==> src/rtl/mcs4_bus_initiator.sv <==
// mcs4_bus_initiator: CPU-side master of the MCS-4 4-bit multiplexed bus.
// Sequences the 8-phase instruction cycle, drives the fetch address nibbles,
// captures the returned instruction byte and handles I/O and SRC data phases.
// Optional build macro: MCS4_BUS_TWO_WORD_EN enables two-word instruction
// tracking, which suppresses I/O and SRC decode on the second word.
module mcs4_bus_initiator #(
    parameter logic [3:0] IDLE_DBUS = 4'h0
) (
    input  logic        clk,
    input  logic        rst,
    input  logic        req_valid,
    output logic        req_ready,
    input  logic [11:0] req_addr,
    input  logic [3:0]  x2_data,
    input  logic [3:0]  x3_data,
    output logic        sync,
    output logic        cm_rom,
    output logic [3:0]  dbus_out,
    input  logic [3:0]  dbus_in,
    output logic [7:0]  instr,
    output logic        instr_valid,
    output logic        instr_word2,
    output logic [3:0]  io_rdata,
    output logic        io_rdata_valid
);

    typedef enum logic [2:0] {
        PH_A1 = 3'd0,
        PH_A2 = 3'd1,
        PH_A3 = 3'd2,
        PH_M1 = 3'd3,
        PH_M2 = 3'd4,
        PH_X1 = 3'd5,
        PH_X2 = 3'd6,
        PH_X3 = 3'd7
    } phase_t;

    phase_t      phase_q, phase_d;
    logic [11:0] addr_q;
    logic [3:0]  opr_q;
    logic [7:0]  instr_q;
    logic        io_q;
    logic        src_q;
    logic [3:0]  io_rdata_q;
    logic        rd_valid_q;
    logic        suppress;
    logic        accept;
    logic        rd_capture;

    assign accept     = (phase_q == PH_X3) && req_valid;
    assign rd_capture = (phase_q == PH_X2) && io_q && instr_q[3];

`ifdef MCS4_BUS_TWO_WORD_EN
    logic w2_q;   // current bus cycle carries the second word of an instruction
    logic tw_q;   // byte just fetched is the first word of a two-word instruction
    logic is_two_word;

    assign is_two_word = (opr_q == 4'h1) || (opr_q == 4'h4) || (opr_q == 4'h5) ||
                         (opr_q == 4'h7) || ((opr_q == 4'h2) && !dbus_in[0]);
    assign suppress    = w2_q;
    assign instr_word2 = instr_valid && w2_q;

    // Two-word tracking: classify at the end of M2, hand over at acceptance.
    always_ff @(posedge clk) begin
        if (rst) begin
            w2_q <= 1'b0;
            tw_q <= 1'b0;
        end else begin
            if (phase_q == PH_M2) tw_q <= !w2_q && is_two_word;
            if (accept)           w2_q <= tw_q;
        end
    end
`else
    assign suppress    = 1'b0;
    assign instr_word2 = 1'b0;
`endif

    // Phase sequencing: free-running through the cycle, parking in X3 until a request.
    always_comb begin
        phase_d = phase_t'(phase_q + 3'd1);
        if (phase_q == PH_X3) phase_d = req_valid ? PH_A1 : PH_X3;
    end

    // Cycle state, fetched byte, decode flags and I/O read capture.
    always_ff @(posedge clk) begin
        if (rst) begin
            phase_q    <= PH_X3;
            addr_q     <= 12'h000;
            opr_q      <= 4'h0;
            instr_q    <= 8'h00;
            io_q       <= 1'b0;
            src_q      <= 1'b0;
            io_rdata_q <= 4'h0;
            rd_valid_q <= 1'b0;
        end else begin
            phase_q <= phase_d;
            if (accept) addr_q <= req_addr;
            if (phase_q == PH_M1) opr_q <= dbus_in;
            if (phase_q == PH_M2) begin
                instr_q <= {opr_q, dbus_in};
                io_q    <= (opr_q == 4'hE) && !suppress;
                src_q   <= (opr_q == 4'h2) && dbus_in[0] && !suppress;
            end else if (phase_q == PH_X3) begin
                // Clearing here keeps stall cycles after X3 on the idle nibble.
                io_q  <= 1'b0;
                src_q <= 1'b0;
            end
            if (rd_capture) io_rdata_q <= dbus_in;
            rd_valid_q <= rd_capture;
        end
    end

    // Bus drive, command line and per-phase strobes.
    always_comb begin
        sync        = 1'b0;
        cm_rom      = 1'b0;
        dbus_out    = IDLE_DBUS;
        req_ready   = 1'b0;
        instr_valid = 1'b0;
        if (rst) begin
            sync = 1'b1;
        end else begin
            case (phase_q)
                PH_A1: dbus_out = addr_q[3:0];
                PH_A2: dbus_out = addr_q[7:4];
                PH_A3: dbus_out = addr_q[11:8];
                PH_M2: cm_rom   = (opr_q == 4'hE) && !suppress;
                PH_X1: instr_valid = 1'b1;
                PH_X2: begin
                    if (src_q) begin
                        cm_rom   = 1'b1;
                        dbus_out = x2_data;
                    end else if (io_q && !instr_q[3]) begin
                        dbus_out = x2_data;
                    end
                end
                PH_X3: begin
                    sync      = 1'b1;
                    req_ready = 1'b1;
                    if (src_q) dbus_out = x3_data;
                end
                default: ;
            endcase
        end
    end

    assign instr          = instr_q;
    assign io_rdata       = io_rdata_q;
    assign io_rdata_valid = rd_valid_q;

endmodule

==> config.mk <==
export PLATFORM = sky130hd
export DESIGN_NAME = mcs4_bus_initiator
export DESIGN_NICKNAME = d
export VERILOG_FILES = /design/src/rtl/mcs4_bus_initiator.sv
export SDC_FILE = /design/constraint.sdc
export NUM_CORES = 1
export LEC_CHECK = 0
export CAP_MARGIN = 20
export CELL_PAD_IN_SITES_DETAIL_PLACEMENT = 1
export CELL_PAD_IN_SITES_GLOBAL_PLACEMENT = 1
export CORE_MARGIN = 3
export CORE_UTILIZATION = 33
export CTS_CLUSTER_SIZE = 16
export DETAILED_ROUTE_END_ITERATION = 8
export GPL_ROUTABILITY_DRIVEN = 0
export PLACE_DENSITY_LB_ADDON = 0.1
export RECOVER_POWER = 100
export SYNTH_ARGS = -nofsm -noshare
export SYNTH_HDL_FRONTEND = slang
export SYNTH_SLANG_ARGS = --single-unit
==> constraint.sdc <==
create_clock -name clk -period 1.8 [get_ports clk]
set_clock_uncertainty 0.05 [all_clocks]
set_input_delay 0.18 -clock clk [delete_from_list [all_inputs] [get_ports clk]]
set_output_delay 0.18 -clock clk [all_outputs]
set_load 0.05 [all_outputs]
### Yosys cells after proc, flatten, opt, wreduce, memory -nomap -nowiden

Index checks and enable logic that the tools add are counted.

* register bits after elaboration: 34
* input port bits: 27
* output and inout bits: 22
* logic and storage cells: 44

* $add $sub $neg: 1
* equality and inequality tests: 9
* mux-type cells: 18
* reduce and logical (&&, ||, !) cells: 8

Operators by type and width (number)
* case mux 4 bit (5 select lines): 1
* 2-to-1 mux 4 bit: 4
* == test 3 bit (second input constant): 4
* 2-to-1 mux 1 bit: 10
* == test 3 x 2 -> 1 bit (second input constant): 2
* 2-to-1 mux 3 bit: 2
* logical AND 1 bit: 5
* == test 4 x 2 -> 1 bit (second input constant): 1
* == test 4 bit (second input constant): 1
* adder 3 x 1 -> 3 bit (second input constant): 1
* == test 3 x 1 -> 1 bit (second input constant): 1
* logical NOT 3 bit: 1
* case mux 1 bit (2 select lines): 1
* nonzero test 2 bit: 1
* logical NOT 1 bit: 1

### Depth between registers and ports, before layout

Gate-level depths: netlist of run 1.

* word-level depth: 6
* gate-level depth with buffers: 7
* gate-level depth less buffers: 5

### Least setup slack after synthesis of run 1

No wires, ideal clock.

* path type: register -> output
* start: reg phase_q[0]
* end: out dbus_out[0]
* data arrival time: 2.022 ns
* required time: 1.570 ns
* path slack: -0.452 ns
* cell stages (with the launch flop): 7
* buffers on the path: 1
* cell sequence: dfxtp_1 > ha_1 > ha_1 > clkbuf_1 > nor2_1 > a21o_1 > a21oi_1

* longest elaborated chain between the ends: 3

Ends and longest elaborated chain
* start, declared: line 38 `phase_t phase_q, phase_d;`
* start signal, assigned: line 96 `phase_q <= phase_d;`
* == test 3 bit, or another cell as far along: line 123 `case (phase_q)`
* case mux 4 bit (5 select lines) *: line 123
* 2-to-1 mux 4 bit *: line 120 `if (rst) begin`
* end, declared: line 18 `output logic [3:0] dbus_out,`

Every way passes the cells marked *; elsewhere a longest branch is shown, timed or not.

### Worst setup path after layout of run 1

* start: reg phase_q[0]
* end: out dbus_out[1]

The elaborated chain is that of the path after synthesis.

==> results of run 1 <==
-- worst paths after layout --
path,from,to,cells after the start
setup / recovery,phase_q[0],dbus_out[1],6
hold / removal,req_addr[9],addr_q[9],3
hold reg to reg,instr[4],instr[4],2
setup reg to reg,phase_q[0],addr_q[6],6
-- stage by stage --
stage / setup WS [ns] / instances
after global routing: -0.245 / 294
after global placement: -0.0109 / 283
final: -0.164 / 294
after floorplan: -0.149 / 184
after detailed placement: -0.0381 / 283
after CTS: -0.174 / 294
-- worst min-delay path: cells and delay by family --
kind,cells,cell delay [ns]
AO/OA/AOI/OAI,1,0.05
AND/OR/NAND/NOR,1,0.06
buffers and inverters,1,0.39
-- what timing repair did --
item                                    in CTS  in global routing
pin swaps                                   13                  3
resized for setup                           24                  3
setup buffers                                4                  0
hold buffers                                 0                  0
endpoints found under the setup margin      15                  7
-- synth_stat cells --
master,number,share of area
o2111ai_1,4,0.022
a221oi_1,4,0.022
nor3b_1,1,0.0048
inv_1,3,0.0071
buf_2,3,0.0095
nand2b_1,2,0.0079
a21oi_1,26,0.083
a21o_1,3,0.014
nand4_4,1,0.013
or2_2,1,0.0040
a2111oi_4,1,0.017
dfxtp_1,34,0.43
conb_1,1,0.0024
buf_4,3,0.014
clkbuf_1,2,0.0048
nand4_1,2,0.0079
and2_1,1,0.0040
buf_8,1,0.0095
nand3b_1,2,0.0095
nand2_1,43,0.10
nor2_1,12,0.029
ha_1,6,0.048
a22o_1,4,0.022
and3_1,4,0.016
nor2b_1,4,0.016
buf_1,5,0.012
mux2i_1,8,0.051
and2_4,1,0.0056
o21bai_1,2,0.0095
-- routing by layer --
| metal | GRT usage | wire length (um) | up-vias |
|---|---|---|---|
| met1 | 0.201 | 1900 | 716 |
| li1 | - | - | 736 |
| met5 | 0 | 0 | - |
| met2 | 0.338 | 2520 | 38 |
| met4 | 0.0632 | 47 | 0 |
| met3 | 0.0534 | 217 | 5 |
-- layout make-up --
cell class / count / area (um^2) / share of cell area
inverter: 3 / 20.0 / 0.00796
clock inverter: 2 / 10.0 / 0.00398
multi-input combinational: 133 / 971 / 0.386
timing repair buffer: 65 / 689 / 0.274
tap: 52 / 65.1 / 0.0259
sequential: 34 / 692 / 0.275
clock buffer: 5 / 68.8 / 0.0273
-- flip-flops by register name, summed over array words and instances, names as in the netlist --
| signal | cells |
|---|---|
| addr_q | 12 |
| opr_q | 4 |
| io_rdata | 4 |
| src_q | 1 |
| instr | 8 |
| io_rdata_valid | 1 |
| io_q | 1 |
| phase_q | 3 |
-- power by group through the flow --
stage / Clock, mW / Combinational (mW) / Sequential, mW
detailed placement: 0 / 1.24 / 0.996
CTS: 0.545 / 1.41 / 1.03
finish: 0.532 / 1.44 / 1.03
global route: 0.586 / 1.57 / 1.04
global placement: 0 / 1.19 / 0.986
floorplan: 0 / 0.751 / 1.00
-- cell families after synthesis --
logic type,Yosys count,share of synthesized area
AND/OR/NAND/NOR,74,0.220
multiplexers,8,0.0508
adder cells (fa/ha/maj),6,0.0476
flip-flops,34,0.432
buffers and inverters,17,0.0571
other,1,0.00238
AO/OA/AOI/OAI,44,0.190
==> out/metrics.csv, run 1 <==
stage;metric;value;unit
power;p_clk_frac;0.177;
worst_setup_path;path_cells;inv_4 -> ha_4 -> a22o_1 -> a221oi_2 -> a21oi_4 -> buf_12;
layout;final_area;2520;um^2
worst_setup_path;criticalPathCategory;reg -> out;
logic_synthesis;synth_nets;217;
sta;max_freq;0.509;GHz
cts;cts.sinks;34;
detailed_routing;drc;0;
layout;area_growth;59.6;%
cts;clk_pin_slew;0.06;ns
logic_synthesis;yosys.cell_types.count;29;
worst_setup_path;reg2reg_slack;0.15;ns
layout;fillers;506;
die;initial_core_util;0.352;
die;rows;24;
detailed_routing;wl_per_cell;15.9;um
global_route;grt_max_degree;19;
power;p_per_area;1190;nW/um^2
worst_setup_path;cp-end-kind;output pin;
cts;h-tree-depth;2;
placement;placed_cell_area;2290;um^2
sta;finalCriticalPeriod;1.96;ns
sta;hold_viol_final;0;
global_route;track_usage;0.185;
worst_setup_path;worst_path_max_delay_cell;dfxtp_4;
global_route;grt_pass1_vias;1623;
power;p_int;1.83;mW
logic_synthesis;yosys_warnings;0;
cts;clk_latency;0.28;ns
run_status;violations;negative setup slack;
sta;worst_slack;-0.164;ns
sta;tightest_slew;0.496;ns
sta;grt_setup_unrepaired;true;
min_path;worstHoldPathType;in -> reg;
worst_setup_path;crit_arrival;1.73;ns
placement;dp_hpwl;3.54;mm
detailed_routing;drt_pass1_iterations;4;
worst_setup_path;required;1.57;ns
layout;final_cell_mix;42 x nand2_1, 39 x clkdlybuf4s50_1, 31 x dfxtp_1;
power;power_frac_comb;0.480;
detailed_routing;wirelength;4.69;mm
layout;utilization;0.562;
power;p_leak;0.943;nW
sta;min_period_over_period;1.09;
worst_setup_path;cp_slowest_stage_delay;0.40;ns
die;die_area;5640;um^2
cts;cts_tree;built;
logic_synthesis;syn_area_per_cell;8.57;um^2
die;top_level_ports;49;
sta;drv_slew;0;
detailed_routing;ant_nets;0;
worst_setup_path;timing.critical_path.buf_inv;2;
run_status;outcome;complete, but fails checks;
sta;max-slew-margin-rel;0.668;
logic_synthesis;synth-seq-cells;34;
cts;cts_buffer_depth;2;
detailed_routing;initialDrtViolationCount;40;
worst_setup_path;cp_max_fo;7;
die;die_w;75.1;um
global_route;overflow;0;
power;power.share.switching;0.390;
power;seqPwrFrac;0.343;
detailed_routing;routed_via_density;5.09;
power;vdd_drop_max;0.451;mV
detailed_routing;vias;1495;
layout;final_common_cell;nand2_1;
sta;hold-worst-slack;0.395;ns
die;core_area;4470;um^2
sta;setup_violations;5;
job;drv_cap;0;
layout;drive_above_1_share;0.252;
die;die-height;75.1;um
cts;cts-root-buf;clkbuf_8;
global_route;antenna_found_initial;0;
logic_synthesis;netlist_instances;184;
global_route;grt_pass1_wl;7.73;mm
layout;diodes;0;
worst_setup_path;start_kind;flop;
cts;numCtsBuffers;5;
logic_synthesis;synth_area;1580;um^2
logic_synthesis;ys_seq_area_frac;0.432;
sta;setup_tns;-0.773;ns
layout;fin_nets;275;
placement;port_buffers;47;
power;switching_power;1.17;mW
worst_setup_path;cp_top_family;compound AO/OA/AOI/OAI gates;
power;p_total;3.00;mW
(Power assumes the default switching activity.)
==> inputs of run 2 (changes only) <==
- SLEW_MARGIN: default -> 20
==> results of run 2 <==
No change in the layout: final DEF, timing and power equal those of run 1.
